[config.mk]
export PLATFORM = sky130hd
export DESIGN_NAME = fetch_prefetch_unit_flat
export DESIGN_NICKNAME = d
export VERILOG_FILES = /design/src/rtl/fetch_prefetch_unit_if.sv /design/src/rtl/fetch_prefetch_unit.sv /design/src/flat_wrapper.sv
export SDC_FILE = /design/constraint.sdc
export NUM_CORES = 1
export LEC_CHECK = 0
export CORE_ASPECT_RATIO = 1.4
export CORE_MARGIN = 5
export CORE_UTILIZATION = 40
export CTS_CLUSTER_DIAMETER = 80
export DETAILED_ROUTE_END_ITERATION = 10
export PLACE_DENSITY_LB_ADDON = 0.12
export REMOVE_ABC_BUFFERS = 1
export SYNTH_ARGS = -nofsm -noshare
export SYNTH_HDL_FRONTEND = slang
export SYNTH_SLANG_ARGS = --single-unit
[constraint.sdc]
create_clock -name clk -period 3.8 [get_ports clk]
set_input_delay 0.76 -clock clk [delete_from_list [all_inputs] [get_ports clk]]
set_output_delay 0.76 -clock clk [all_outputs]
set_load 0.1 [all_outputs]
[src/rtl/fetch_prefetch_unit_if.sv]
// Fetch-stage handshake bundle: imem req/ack, redirect, and instr valid/ready toward the core.
interface fetch_prefetch_unit_if;
  logic        imem_req;
  logic [31:0] imem_addr;
  logic        imem_ack;
  logic [31:0] imem_rdata;
  logic        redirect;
  logic [31:0] redirect_pc;
  logic        instr_valid;
  logic [31:0] instr;
  logic [31:0] instr_pc;
  logic        instr_ready;

  modport master (
    output imem_req, imem_addr,
    input  imem_ack, imem_rdata,
    input  redirect, redirect_pc,
    output instr_valid, instr, instr_pc,
    input  instr_ready
  );

  modport slave (
    input  imem_req, imem_addr,
    output imem_ack, imem_rdata,
    output redirect, redirect_pc,
    input  instr_valid, instr, instr_pc,
    output instr_ready
  );
endinterface

[src/rtl/fetch_prefetch_unit.sv]
// Sequential fetch + prefetch FIFO; ack at edge N gives instr_valid in N+1; no request issued while full.
// FETCH_STALL_COUNT_EN adds the saturating stall_cycles starvation counter.
module fetch_prefetch_unit #(
  parameter int          DEPTH    = 4,
  parameter logic [31:0] RESET_PC = 32'h0000_0000
) (
  input  logic                  clk,
  input  logic                  rst,
  fetch_prefetch_unit_if.master bus
`ifdef FETCH_STALL_COUNT_EN
  ,
  output logic [31:0]           stall_cycles
`endif
);

  localparam int PW = $clog2(DEPTH);
  localparam int CW = PW + 1;
  localparam logic [CW-1:0] FULL = CW'(DEPTH);

  typedef enum logic [1:0] {IDLE, REQ, DROP} state_t;

  state_t        state;
  logic [31:0]   fetch_pc;
  logic [31:0]   req_addr;
  logic [CW-1:0] count;
  logic [PW-1:0] rd_ptr;
  logic [PW-1:0] wr_ptr;
  logic [31:0]   pc_mem  [DEPTH];
  logic [31:0]   dat_mem [DEPTH];

  logic          pop;
  logic          push;
  logic [CW-1:0] count_dec;
  logic [CW-1:0] count_inc;

  assign pop       = (count != '0) && bus.instr_ready;
  assign push      = (state == REQ) && bus.imem_ack && !bus.redirect;
  assign count_dec = count - CW'(pop);
  assign count_inc = count_dec + CW'(1);

  always_ff @(posedge clk or negedge rst) begin
    if (!rst) begin
      state    <= IDLE;
      fetch_pc <= RESET_PC;
      req_addr <= 32'h0;
      count    <= '0;
      rd_ptr   <= '0;
      wr_ptr   <= '0;
    end else if (bus.redirect) begin
      count  <= '0;
      rd_ptr <= '0;
      wr_ptr <= '0;
      // An un-acked request cannot be withdrawn, so it is drained in DROP first.
      if (state == DROP) begin
        fetch_pc <= bus.redirect_pc;
      end else if (state == REQ && !bus.imem_ack) begin
        state    <= DROP;
        fetch_pc <= bus.redirect_pc;
      end else begin
        req_addr <= bus.redirect_pc;
        fetch_pc <= bus.redirect_pc + 32'd4;
        state    <= REQ;
      end
    end else begin
      if (pop)  rd_ptr <= rd_ptr + PW'(1);
      if (push) wr_ptr <= wr_ptr + PW'(1);
      count <= push ? count_inc : count_dec;
      case (state)
        IDLE: begin
          if (count < FULL) begin
            req_addr <= fetch_pc;
            fetch_pc <= fetch_pc + 32'd4;
            state    <= REQ;
          end
        end
        REQ: begin
          if (bus.imem_ack) begin
            if (count_inc < FULL) begin
              req_addr <= fetch_pc;
              fetch_pc <= fetch_pc + 32'd4;
            end else begin
              state <= IDLE;
            end
          end
        end
        DROP: begin
          if (bus.imem_ack) begin
            req_addr <= fetch_pc;
            fetch_pc <= fetch_pc + 32'd4;
            state    <= REQ;
          end
        end
        default: state <= IDLE;
      endcase
    end
  end

  always_ff @(posedge clk) begin
    if (push) begin
      pc_mem[wr_ptr]  <= req_addr;
      dat_mem[wr_ptr] <= bus.imem_rdata;
    end
  end

  assign bus.imem_req    = (state != IDLE);
  assign bus.imem_addr   = req_addr;
  assign bus.instr_valid = (count != '0);
  assign bus.instr       = dat_mem[rd_ptr];
  assign bus.instr_pc    = pc_mem[rd_ptr];

`ifdef FETCH_STALL_COUNT_EN
  always_ff @(posedge clk or negedge rst) begin
    if (!rst) begin
      stall_cycles <= 32'h0;
    end else if (bus.instr_ready && !bus.instr_valid && (stall_cycles != 32'hFFFF_FFFF)) begin
      stall_cycles <= stall_cycles + 32'd1;
    end
  end
`endif

endmodule

[src/flat_wrapper.sv]
// flat-port wrapper written by rule: the top's interface ports become plain ports
module fetch_prefetch_unit_flat 
#(
  parameter int          DEPTH    = 4,
  parameter logic [31:0] RESET_PC = 32'h0000_0000
)
  (clk, rst, bus_imem_req, bus_imem_addr, bus_imem_ack, bus_imem_rdata, bus_redirect, bus_redirect_pc, bus_instr_valid, bus_instr, bus_instr_pc, bus_instr_ready);
  fetch_prefetch_unit_if bus_i ();
  input  logic clk;
  input  logic rst;
  output wire logic [$bits(bus_i.imem_req)-1:0] bus_imem_req;
  output wire logic [$bits(bus_i.imem_addr)-1:0] bus_imem_addr;
  input wire logic [$bits(bus_i.imem_ack)-1:0] bus_imem_ack;
  input wire logic [$bits(bus_i.imem_rdata)-1:0] bus_imem_rdata;
  input wire logic [$bits(bus_i.redirect)-1:0] bus_redirect;
  input wire logic [$bits(bus_i.redirect_pc)-1:0] bus_redirect_pc;
  output wire logic [$bits(bus_i.instr_valid)-1:0] bus_instr_valid;
  output wire logic [$bits(bus_i.instr)-1:0] bus_instr;
  output wire logic [$bits(bus_i.instr_pc)-1:0] bus_instr_pc;
  input wire logic [$bits(bus_i.instr_ready)-1:0] bus_instr_ready;
  assign bus_imem_req = bus_i.imem_req;
  assign bus_imem_addr = bus_i.imem_addr;
  assign bus_i.imem_ack = bus_imem_ack;
  assign bus_i.imem_rdata = bus_imem_rdata;
  assign bus_i.redirect = bus_redirect;
  assign bus_i.redirect_pc = bus_redirect_pc;
  assign bus_instr_valid = bus_i.instr_valid;
  assign bus_instr = bus_i.instr;
  assign bus_instr_pc = bus_i.instr_pc;
  assign bus_i.instr_ready = bus_instr_ready;
  fetch_prefetch_unit #(.DEPTH(DEPTH), .RESET_PC(RESET_PC)) u_core (.clk(clk), .rst(rst), .bus(bus_i));
endmodule
# Yosys cells after proc, flatten, opt, wreduce, memory -nomap -nowiden
# Memories as Yosys holds them, arrays and structs flattened.
# Cells that the tools add are included.
classes:
  muxes: 32
  n_eq_ne: 10
  n_reduce_logical: 15
  n_addsub: 6
  order_cmp: 2
ops:
  columns: ["cell", "n"]
  rows:
  - ["32-bit two-way mux", 14]
  - ["32-bit case mux with 3 select lines", 2]
  - ["32-bit by 3-bit adder with 32-bit output, second input constant", 2]
  - ["2-bit two-way mux", 11]
  - ["3-bit != test, second input constant", 4]
  - ["5-bit AND reduction", 2]
  - ["7-bit AND reduction", 1]
  - ["3-bit less-than comparator, second input constant", 2]
  - ["3-bit two-way mux", 2]
  - ["2-bit != test, second input constant", 3]
  - ["2-bit case mux with 3 select lines", 1]
  - ["2-bit nonzero test", 3]
  - ["2-bit by 1-bit adder with 2-bit output, second input constant", 2]
  - ["1-bit logical AND", 4]
  - ["4-bit nonzero test", 1]
  - ["3-bit by 1-bit adder with 3-bit output, second input constant", 1]
  - ["3-bit by 2-bit != test with 1-bit output, second input constant", 1]
  - ["3-bit nonzero test", 1]
  - ["3-bit by 1-bit subtractor with 3-bit output", 1]
  - ["2-bit by 1-bit equality test with 1-bit output, second input constant", 1]
  - ["2-bit equality test, second input constant", 1]
  - ["1-bit logical NOT", 2]
  - ["2-bit logical NOT", 1]
  - ["1-bit two-way mux", 2]
totals:
  memories: 2
  output_inout_bits: 98
  reg_bits: 73
  ram_bits: 256
mem_list:
  columns: ["memory", "depth", "word_bits", "rd", "rd_clocked_by_memory_dff", "wr", "line", "rtl"]
  rows:
  - ["u_core.dat_mem", 4, 32, 1, 0, 1, "fetch_prefetch_unit.sv:29", "logic [31:0] dat_mem [DEPTH];"]
  - ["u_core.pc_mem", 4, 32, 1, 0, 1, "fetch_prefetch_unit.sv:28", "logic [31:0] pc_mem [DEPTH];"]

# Longest topological paths before layout
depth:
  word_depth: 9
  ltp_mapped: 13
  mapped_depth_nobuf: 12

# Worst setup path after synthesis
# No wires, ideal clock.
synth_path:
  path_kind: "register -> register"
  from: "reg u_core.count[0]"
  to: "reg u_core.fetch_pc[16]"
  synth_period_minus_slack_ps: 3517
  required_time_ps: 3657
  t_arrival_ps: 3374
  path_stages_with_launch: 14
  path_slack_ps: 283
  n_path_buf: 1
  cell_sequence: "dfrtp_1 > or3_1 > and2_1 > ha_1 > ha_1 > inv_1 > ha_1 > xnor3_1 > o2bb2ai_2 > nand3_2 > buf_6 > nor4_4 > xnor2_1 > mux2i_1"
synth_via:
  elab_chain_len: 7
synth_lines:
  columns: ["element", "line", "rtl"]
  rows:
  - ["start, declared", "fetch_prefetch_unit.sv:25", "logic [CW-1:0] count;"]
  - ["start signal, assigned", "fetch_prefetch_unit.sv:67", "count <= push ? count_inc : count_dec;"]
  - ["3-bit nonzero test", null, null]
  - ["net bus_instr_valid", "flat_wrapper.sv:17", "output wire logic [$bits(bus_i.instr_valid)-1:0] bus_instr_valid;"]
  - ["1-bit logical AND", "fetch_prefetch_unit.sv:36", "assign pop = (count != '0) && bus.instr_ready;"]
  - ["3-bit by 1-bit subtractor with 3-bit output", "fetch_prefetch_unit.sv:38", "assign count_dec = count - CW'(pop);"]
  - ["3-bit by 1-bit adder with 3-bit output", "fetch_prefetch_unit.sv:39", "assign count_inc = count_dec + CW'(1);"]
  - ["3-bit less-than comparator", "fetch_prefetch_unit.sv:78", "if (count_inc < FULL) begin"]
  - ["3-bit != test (no source line)", null, null]
  - ["5-bit AND reduction (no source line)", null, null]
  - ["end signal, assigned", "fetch_prefetch_unit.sv:55", "fetch_pc <= bus.redirect_pc;"]
  - ["end signal, assigned", "fetch_prefetch_unit.sv:80", "fetch_pc <= fetch_pc + 32'd4;"]
  - ["end signal, assigned", "fetch_prefetch_unit.sv:89", "fetch_pc <= fetch_pc + 32'd4;"]
  - ["end, declared", "fetch_prefetch_unit.sv:23", "logic [31:0] fetch_pc;"]
# The timed path passes the listed nets, and every way through them passes these cells.
# A chain may end at the register's enable or synchronous reset.

# Worst setup path in the final report
layout_path:
  from: "reg u_core.count[2]"
  to: "reg u_core.fetch_pc[26]"
layout_via:
  elab_chain_len: 7
layout_lines:
  columns: ["element", "line"]
  rows:
  - ["3-bit nonzero test", "fetch_prefetch_unit.sv:36"]
  - ["1-bit logical AND", "fetch_prefetch_unit.sv:36"]
  - ["3-bit by 1-bit subtractor with 3-bit output", "fetch_prefetch_unit.sv:38"]
  - ["3-bit by 1-bit adder with 3-bit output", "fetch_prefetch_unit.sv:39"]
  - ["3-bit less-than comparator", "fetch_prefetch_unit.sv:78"]
  - ["3-bit != test (no source line)", null]
  - ["5-bit AND reduction (no source line) (*)", null]
# Mark *: on every way between the ends. The rest lies on a longest branch, timed or not.

==> results <==
- For this run the aggregate overflow at the end of global routing stands at 0.
- The detailed-placement wirelength estimate is slightly above 20000 um.
- In this run the mean area of a mapped cell was about 17 um^2.
- The endpoint identified for the worst register-to-register timing path is u_core.fetch_pc[26]$_DFFE_PN0P_.
- The final critical path takes up between 80% and 90% of the cycle.
- The max-capacitance violation count is 0.
- Setup violations remaining at the end of the flow were counted as 0.
- In the routed design, unresolved DRC markers number 0.
- The time the worst path needs with I/O delays and setup is between 3 and 4 ns.
- The core region is 33930 um^2.
- The per-cell via count in the routed design is between 5 and 6.
- The register-to-register path setup slack is approximately 0.57 ns.
- Clock-pin slew was measured on the worst setup and hold paths at roughly 0.06 ns.
- In this run the tightest slew margin relative to its limit is 30.28%.
- The final clock skew is 0.02033 ns.
- The initial utilization of the core area, before any placement, comes to around two fifths.
- The cell row count is 80.
- The die covers roughly 38000 um^2.
- Compared with the post-synthesis result, the final layout area differs by 24.57%.
- The routed via count is around 7600.
- The antenna diode count is 0.
- For this design, the CTS-stage hold fixing added 0 buffers.
- Counting both buffers and inverters, the worst setup path holds a total of 1.
- The number of primary I/O pins is roughly 170.
- The critical path is of the register to register type.
- The largest voltage drop on the vdd net is 531.4 uV.
- The die is 166.5 um wide.
- On the critical path the largest part of the delay comes from simple AND/OR/NAND/NOR gates.
- The critical path crosses 12 cells after its start point.
- In the final layout, the share of cells above drive strength 1 is approximately 22%.
- The maximum operating frequency is around 310 MHz.
- The finished layout holds about 1500 standard cells, fillers aside.
- The critical path required time is approximately 4.2 ns.
- The initial antenna violation count is 0.
- The net count of the finished layout is 1094.
- The tree built by TritonCTS fans out to between 300 and 400 sinks.
- Measured along the y axis, the die boundary spans 229.0 um.
- The synthesis-stage register bit count is 329.
- Tracing the worst setup path back leads to its startpoint at u_core.count[2]$_DFF_PN0_.
- The pin count of the biggest net entering global routing is between 50 and 60.
- The type of element launching the critical path is a register.
- The worst stage delay on the critical path is 0.45 ns.
- The cell type with the highest occurrence count on the critical path is ha_1.
- The areal power density over the cells is 855.3 nW/um^2.
- The pre-antenna-repair detailed-routing pass consisted of 4 iterations.
- The number of instances in the placed design is around 1400.
- On the critical path, the stage with the largest delay is an instance of dfrtp_1.
- During placement, the flow inserted port buffers numbering 166.
- CTS placed an instance of clkbuf_16 at the clock tree root.
- The analysis attributes to cell leakage a power of 5.957 nW.
- The clock latency reported for the late side of the worst-skew pair is slightly above 0.5 ns.
- After detailed routing, the average wire length per cell comes to around 21 um.
- The kind of end point of the critical path is a register.
- The worst-path maximum fanout is 9.
- Setup repair after global routing left no endpoint under its margin.
- Traced cell by cell, the critical path runs through or3_1, and2_1, ha_1, ha_1, inv_1, ha_1, xnor3_1, o2bb2ai_2, nand3_2, nor4_1, xnor2_1, mux2i_1.
- The H-tree generated during clock tree synthesis spans 2 levels.
- The setup fix buffers added after clock tree synthesis is 0.
- The netlist uses 44 different library cells.
- The post-detailed-route count of antenna-violating nets is 0.
- For the worst flop-to-flop path, the logic depth is 12.
- The cell area after synthesis is about 14000 um^2.
- The total of cells resized after clock tree synthesis is 0.
- The worst setup path endpoint is u_core.fetch_pc[26]$_DFFE_PN0P_.
- TritonCTS created 34 clock buffers.
- The cell count after synthesis came out at between 800 and 900.
- The placer's final routability congestion estimate is a little under 0.8.
- The detailed router finished its first iteration with about 410 violations.
- The number of hold-slack violations in the final timing report was 0.
- The count of pins over their slew limit came to 0.
- The via count of the first global-routing pass is 8021.
- TritonCTS built the clock tree.
- The total wire length is slightly above 30000 um.
- The layout filler cell count is about 2900.
- The pin slew with the least headroom to its limit is roughly 1.0 ns.
- For the final routed database, the setup TNS stands at 0 ns.
- The startpoint identified for the worst register-to-register timing path is u_core.count[2]$_DFF_PN0_.
- The first global-routing pass estimated between 40000 and 50000 um of wire.
- The path class of the tightest hold or removal check is primary input to asynchronous set/reset pin.
- The flow ran to the end, and the final reports show no timing, DRC or antenna violations.
- The Yosys step of the flow raised 0 warnings.
- The maximum buffer depth of the clock tree is 3.
- Summing the sequential cell areas from Yosys gives a little over two thirds of the chip area.
- The all-layer global routing usage is between 10% and 20%.
- The arrival time reported for the critical path endpoint is 3.60 ns.
-- cells in the final DEF, fill, tap and decap left out, types with 3 or more instances in the layout --
cell type | netlist | layout
edfxtp_1 | 256 | 256
clkdlybuf4s50_1 | 0 | 97
buf_4 | 0 | 91
dfrtp_1 | 73 | 71
mux4_2 | 64 | 64
nor2_1 | 52 | 52
mux2i_1 | 50 | 50
xnor2_1 | 38 | 38
nand2_1 | 37 | 37
a21oi_1 | 37 | 37
clkbuf_16 | 0 | 35
xor2_1 | 24 | 24
inv_1 | 23 | 23
nand3_1 | 22 | 22
nor3_1 | 15 | 15
ha_1 | 12 | 12
nand4_1 | 10 | 10
buf_12 | 0 | 10
o21ai_0 | 9 | 9
clkinv_1 | 0 | 9
clkbuf_1 | 20 | 8
and3_1 | 7 | 7
nor4_1 | 5 | 5
and2_4 | 0 | 4
nor2b_1 | 4 | 4
mux2_2 | 4 | 4
clkinv_2 | 0 | 4
and2_1 | 7 | 3
nand2b_1 | 3 | 3
nand4_2 | 3 | 3
nor3_2 | 3 | 3
bufinv_16 | 0 | 3
-- final cells by class --
class	count	area (um^2)	share of cell area [%]
flip-flops and latches	329	9522	55.76
inverters	23	86.33	0.5056
multi-input cells	427	3981	23.32
clock inverters	18	161.4	0.9453
repair buffers	198	1854	10.86
clock buffers	43	905.9	5.305
well taps	451	564.3	3.305
-- cell families (layout without fill, tap and decap cells) --
logic type	count (synthesis)	after routing	share of synthesized area, %
AOI/OAI and AO/OA	58	58	2.565
xor gates and xnor gates	63	63	4.126
DFF	329	329	69.41
buffers and inverters	57	282	1.670
muxes	118	118	14.50
adders and majority gates	12	12	1.095
and+or+nand+nor	176	176	6.636
-- Yosys cell counts, drive strengths merged --
master	count	share of area, %
and3	7	0.32
dfrtp	73	13
o2bb2ai	1	0.11
o21a	1	0.055
nand2	37	1.0
or3	1	0.046
nor4	8	0.57
nor3	18	0.77
o31ai	1	0.055
mux2i	50	3.7
a31oi	1	0.046
nand2b	3	0.14
inv	23	0.63
and4	2	0.13
a32o	1	0.073
mux2	4	0.33
a41o	1	0.073
o21ai	11	0.40
nand4	13	0.73
a211oi	3	0.20
a21oi	37	1.4
ha	12	1.1
edfxtp	256	56
buf	14	0.49
a2111oi	1	0.20
clkbuf	20	0.55
xnor2	38	2.4
nand3	24	1.0
xor2	24	1.5
xnor3	1	0.16
and2	7	0.32
mux4	64	11
nor2	52	1.4
nor2b	4	0.18
-- layer usage --
layer | wire length [um] | vias to the layer above | track usage [%]
met1 | 12820 | 3847 | 20.24
met2 | 16550 | 150 | 29.17
li1 | - | 3520 | -
met4 | 621 | 0 | 4.298
met3 | 1050 | 38 | 2.743
met5 | 0 | - | 0
-- sequential cells by signal, summed over array words and instances (netlist names) --
signal                flops
u_core.state              2
u_core.dat_mem          128
u_core.rd_ptr             2
u_core.bus.imem_addr     32
u_core.pc_mem           128
u_core.fetch_pc          32
u_core.wr_ptr             2
u_core.count              3
-- where the power goes --
part | internal (W) | switching [W]
combinational | 0.00169 | 0.00471
clock | 0.00190 | 0.00133
sequential | 0.00451 | 0.000465
-- through the flow --
stage / cell area, um^2 / utilization (%) / hold slack [ns] / power (W) / worst slack, ns
6_report: 17080 / 50.32 / 0.3141 / 0.01460 / 0.5656
5_1_grt: 17080 / 50.32 / 0.3613 / 0.01525 / 0.3818
4_1_cts: 17080 / 50.32 / 0.3361 / 0.01482 / 0.5387
3_5_place_dp: 16010 / 47.18 / 0.4834 / 0.01154 / 0.2057
3_3_place_gp: 16010 / 47.18 / 0.4778 / 0.01151 / 0.2349
2_1_floorplan: 13560 / - / 0.4644 / 0.009874 / -1.245
-- how the worst min path moves through the flow --
stage	slack (ns)	endpoint	start
finish	0.31	u_core.bus.imem_addr[28]$_DFFE_PN0P_	rst
global route	0.36	u_core.bus.imem_addr[28]$_DFFE_PN0P_	rst
CTS	0.34	u_core.bus.imem_addr[28]$_DFFE_PN0P_	rst
detailed placement	0.48	u_core.fetch_pc[1]$_DFFE_PN0P_	u_core.fetch_pc[1]$_DFFE_PN0P_
global placement	0.48	u_core.fetch_pc[1]$_DFFE_PN0P_	u_core.fetch_pc[1]$_DFFE_PN0P_
floorplan	0.46	u_core.bus.imem_addr[0]$_DFFE_PN0P_	rst
No activity file was read; power rests on OpenSTA's default activity.
==> RTL edit 1, RTL diff (same settings) <==
`DEPTH` is set to 4 in 2 places; all go to 16.
--- a/src/rtl/fetch_prefetch_unit.sv
+++ b/src/rtl/fetch_prefetch_unit.sv
@@ -2,5 +2,5 @@
 // FETCH_STALL_COUNT_EN adds the saturating stall_cycles starvation counter.
 module fetch_prefetch_unit #(
-  parameter int          DEPTH    = 4,
+  parameter int          DEPTH    = 16,
   parameter logic [31:0] RESET_PC = 32'h0000_0000
 ) (
--- a/src/flat_wrapper.sv
+++ b/src/flat_wrapper.sv
@@ -2,5 +2,5 @@
 module fetch_prefetch_unit_flat 
 #(
-  parameter int          DEPTH    = 4,
+  parameter int          DEPTH    = 16,
   parameter logic [31:0] RESET_PC = 32'h0000_0000
 )
Behaviour: no difference found for any inputs over 4 cycles, from zero or initial values and one cycle with rst low; that may be too few to reach the edited logic, so the function may still have changed.
==> RTL edit 1 against the unedited design <==
- non-clock buffer count rose by 81
- sequential cell count up 774
- power grew to 2.6 times the old value
- utilization down 1.7 points
- final cell count rose to 2.5 times the old value
- cell area increased to 3.1 times the old value
- worst setup slack lost 0.53 ns
- wire length increased to 3.4 times the old value
- hold slack worse by 0.15 ns
- area after synthesis rose to 3.2 times the old value
- critical path type is now reg -> out
- largest power group is now sequential cells
==> RTL edit 1: results (changes against the unedited design) <==
run_status:
  status: "complete, no violations"
critical_path:
  worstRegToRegCells: 14  # +2
global_route:
  antenna_found_initial: 6  # +6
  grt_pass1_vias: 22200  # +180%
  track_usage: 0.185  # +0.0231
  grt_max_degree: 74  # +30%
yosys:
  synth_area_leaders: "edfxtp_1 71%, mux4_2 17%, dfrtp_1 4.6%, mux2i_1 1.2%, xnor2_1 0.91%"
  async_reset_ff_frac: 0.0716  # -0.150
  syn_area_um2: 43300  # +220%
  synthXorXnorAreaFrac: 0.0136  # -0.0277
  synth-seq-cells: 1103  # +240%
  synthMuxAreaShare: 0.179  # +0.0342
  synth-seq-area-share: 0.756  # +0.0620
  synth_compound_area_frac: 0.0102  # -0.0155
  synth_edf_count: 1024  # +300%
final_layout:
  clock_buffers: 136  # +220%
  final-clk-cell-share: 0.0672  # +0.00471
  nFillCells: 8736  # +210%
  seqCellArea_um2: 32700  # +240%
  multi_input_comb_area_um2: 10200  # +160%
  stdcell_count: 3783  # +150%
  num-multi-input-gates: 746  # +75%
  fin_nets: 2335  # +110%
  layout-drive-gt1-share: 0.311  # +0.0866
  n_all_inverters: 16  # -30%
  nonClkBufAreaFrac: 0.0746  # -0.0340
  buffers_excl_clock: 279  # +41%
  antenna_cells: 3  # +3
clock_tree:
  clk_latency_ns: 0.70  # +0.19 ns
  post_cts_resize_count: 9  # +9
placed_design:
  place_hpwl_um: 59600  # +190%
  gp_congestion: 0.796  # +0.49%
  place_inst: 3566  # +150%
  dpl-instance-area_um2: 48300  # +200%
detailed_routing:
  dr.pass1.iters: 8  # +4
  drt_iter0_markers: 1545  # +280%
pwr:
  p_leak_nw: 16.5  # +180%
  ir_drop_uv: 715  # +35%
timing:
  fin_skew_ns: 0.0301  # +0.00981 ns
[RTL edit 1: cells by family after synthesis]
kind of cell,count (synthesis)
AO/OA/AOI/OAI,72
flip-flops,1103
buffers and inverters,116
adder cells (fa/ha/maj),13
AND/OR/NAND/NOR,220
XOR/XNOR,67
multiplexers,374
[RTL edit 1: power breakdown]
part	switching (W)	leakage (nW)	total (W)	internal, W
registers	0.000978	10.1	0.0155	0.0146
logic	0.00715	4.61	0.0117	0.00457
clock network	0.00451	1.73	0.0107	0.00614
total	0.0126	16.5	0.0379	0.0253
[RTL edit 1: layer usage]
layer,track usage,vias to the layer above,wire length [um]
li1,-,8794,-
met1,0.244,11200,43600
met2,0.323,489,55500
met3,0.0265,129,4460
met4,0.0521,0,2170
met5,0,-,0
[RTL edit 1: path summary, 6_finish.rpt]
path                                                 from                                    to  slack [ns]
hold / removal                                        rst        u_core.fetch_pc[1]$_DFFE_PN0P_        0.17
setup / recovery             u_core.rd_ptr[0]$_DFFE_PN0P_                      bus_instr_pc[12]        0.03
min in group clk                             bus_redirect             u_core.count[3]$_DFF_PN0_        0.46
setup reg to reg                u_core.count[4]$_DFF_PN0_        u_core.fetch_pc[9]$_DFFE_PN0P_        0.44
max in group asynchronous                             rst  u_core.bus.imem_addr[12]$_DFFE_PN0P_        2.80
hold reg to reg            u_core.fetch_pc[0]$_DFFE_PN0P_        u_core.fetch_pc[0]$_DFFE_PN0P_        0.51
[RTL edit 1: through the flow]
step                TNS [ns]  hold WS (ns)   util
floorplan           -1741.01         0.464      -
finish                     0         0.167  0.486
global route          -0.435         0.233  0.486
CTS                   -0.418         0.169  0.485
detailed placement         0         0.490  0.450
global placement           0         0.492  0.450
==> RTL edit 2, RTL diff (same flow settings) <==
Made on the original files. The 3 states of `state_t` get a one-hot encoding in 3 bits.
--- a/src/rtl/fetch_prefetch_unit.sv
+++ b/src/rtl/fetch_prefetch_unit.sv
@@ -18,5 +18,5 @@
   localparam logic [CW-1:0] FULL = CW'(DEPTH);
 
-  typedef enum logic [1:0] {IDLE, REQ, DROP} state_t;
+  typedef enum logic [2:0] {IDLE = 3'b001, REQ = 3'b010, DROP = 3'b100} state_t;
 
   state_t        state;
Function: same outputs for any inputs over 4 cycles, from zero or initial values and one cycle with rst low; so few cycles prove little.
==> RTL edit 2 against the unedited design <==
- power is 0.37% lower
- wire length is 3.9% higher
- global-route usage is 0.21 points higher
- area after synthesis is 3.0% higher
- cell area is 1.5% higher
- worst setup slack worse by 0.0093 ns
- sequential cell count is 1 higher
- critical path type is now reg -> out
==> RTL edit 2: results (changes against the unedited design) <==
yosys:
  synth-seq-area-share: 0.675  # -0.0187
  yosysTopAreaCellShare: 0.544  # -0.0166
  synthXorXnorAreaFrac: 0.0307  # -0.0105
  ys_top_cells_by_count: "256 x edfxtp_1, 73 x dfrtp_1, 64 x mux4_2"
  synth_area_leaders: "edfxtp_1 54%, dfrtp_1 13%, mux4_2 10%, mux2i_1 2.7%, xnor2_1 1.7%"
  synth-seq-cells: 330  # +0.30%
  synthMuxAreaShare: 0.134  # -0.0112
  synth_compound_area_frac: 0.0406  # +0.0149
  synth-adder-area-share: 0.00797  # -0.00298
  syn_area_um2: 14100  # +3.0%
  async_reset_ff_frac: 0.224  # +0.00236
  netlist-cell-type-count: 62  # +41%
  syn_area_per_cell_um2: 16.3  # -3.1%
final_layout:
  fin_nets: 1129  # +3.2%
  nonClkBufAreaFrac: 0.106  # -0.00228
  n_all_inverters: 17  # -26%
  num-multi-input-gates: 470  # +10%
  layout-drive-gt1-share: 0.230  # +0.00508
  sh_seq_area: 0.551  # -0.00646
  buffers_excl_clock: 201  # +1.5%
  reg.largest.list: "u_core.dat_mem: 128 flops, u_core.pc_mem: 128 flops"
  final-clk-cell-share: 0.0566  # -0.00588
  stdcell_area_um2: 17300  # +1.5%
  multi_input_area_share: 0.249  # +0.0161
  nFillCells: 3040  # +6.4%
  clock_buffers: 41  # -4.7%
critical_path:
  rrSetupSlack_ns: 0.60  # +0.03 ns
  path_delay_family: "flip-flops"
  worstRegToRegCells: 11  # -1
  arrival_ns: 2.48  # -1.12 ns
  cp_max_fo: 26  # +17
  slowest_stage: "dfrtp_4"
  critPathMaxStageDelay_ns: 0.81  # +0.36 ns
detailed_routing:
  wirelength_um: 32300  # +3.9%
  wl_met2_um: 16800  # +1.2%
  route.met3.wl_um: 1400  # +33%
  vias: 8071  # +6.8%
  drt_iter0_markers: 470  # +14%
  met1_length_um: 13600  # +6.3%
timing:
  fin_skew_ns: 0.0183  # -0.00200 ns
  holdWs_ns: 0.348  # +0.0344 ns
  slew_headroom: 0.299  # -0.00371
global_route:
  grt_pass1_vias: 8577  # +6.9%
  track_usage: 0.164  # +0.00205
  met2_usage: 0.290  # -0.00217
  met3_usage: 0.0206  # -0.00682
  grt_max_degree: 69  # +21%
  grt_pass1_wl_um: 50200  # +4.3%
  grtUsageMet1: 0.217  # +0.0147
run_status:
  status: "complete, no violations"
placed_design:
  pre_cts_slack_ns: 0.312  # +0.107 ns
  dpl-instance-area_um2: 16300  # +2.1%
  place_hpwl_um: 21200  # +3.6%
pwr:
  p_leak_nw: 5.94  # -0.31%
clock_tree:
  clk_latency_ns: 0.57  # +0.06 ns
  cts_buffers: 31  # -8.8%
  h-tree-depth: 1  # -1
## RTL edit 2: power breakdown
group | internal [W] | total [W] | switching [W] | leakage [nW]
Combinational | 0.00175 | 0.00653 | 0.00478 | 2.30
Clock | 0.00169 | 0.00299 | 0.00130 | 0.472
Sequential | 0.00451 | 0.00503 | 0.000519 | 3.16
## RTL edit 2: worst max path at each step
stage                                          end                          from  slack [ns]
2_1_floorplan  u_core.bus.imem_addr[0]$_DFFE_PN0P_     u_core.count[2]$_DFF_PN0_       -0.58
3_3_place_gp       u_core.fetch_pc[26]$_DFFE_PN0P_               bus_instr_ready        0.40
3_5_place_dp       u_core.fetch_pc[24]$_DFFE_PN0P_               bus_instr_ready        0.31
4_1_cts                               bus_instr[5]  u_core.rd_ptr[0]$_DFFE_PN0P_        0.46
5_1_grt                              bus_instr[11]  u_core.rd_ptr[0]$_DFFE_PN0P_        0.41
6_report                             bus_instr[20]  u_core.rd_ptr[0]$_DFFE_PN0P_        0.56
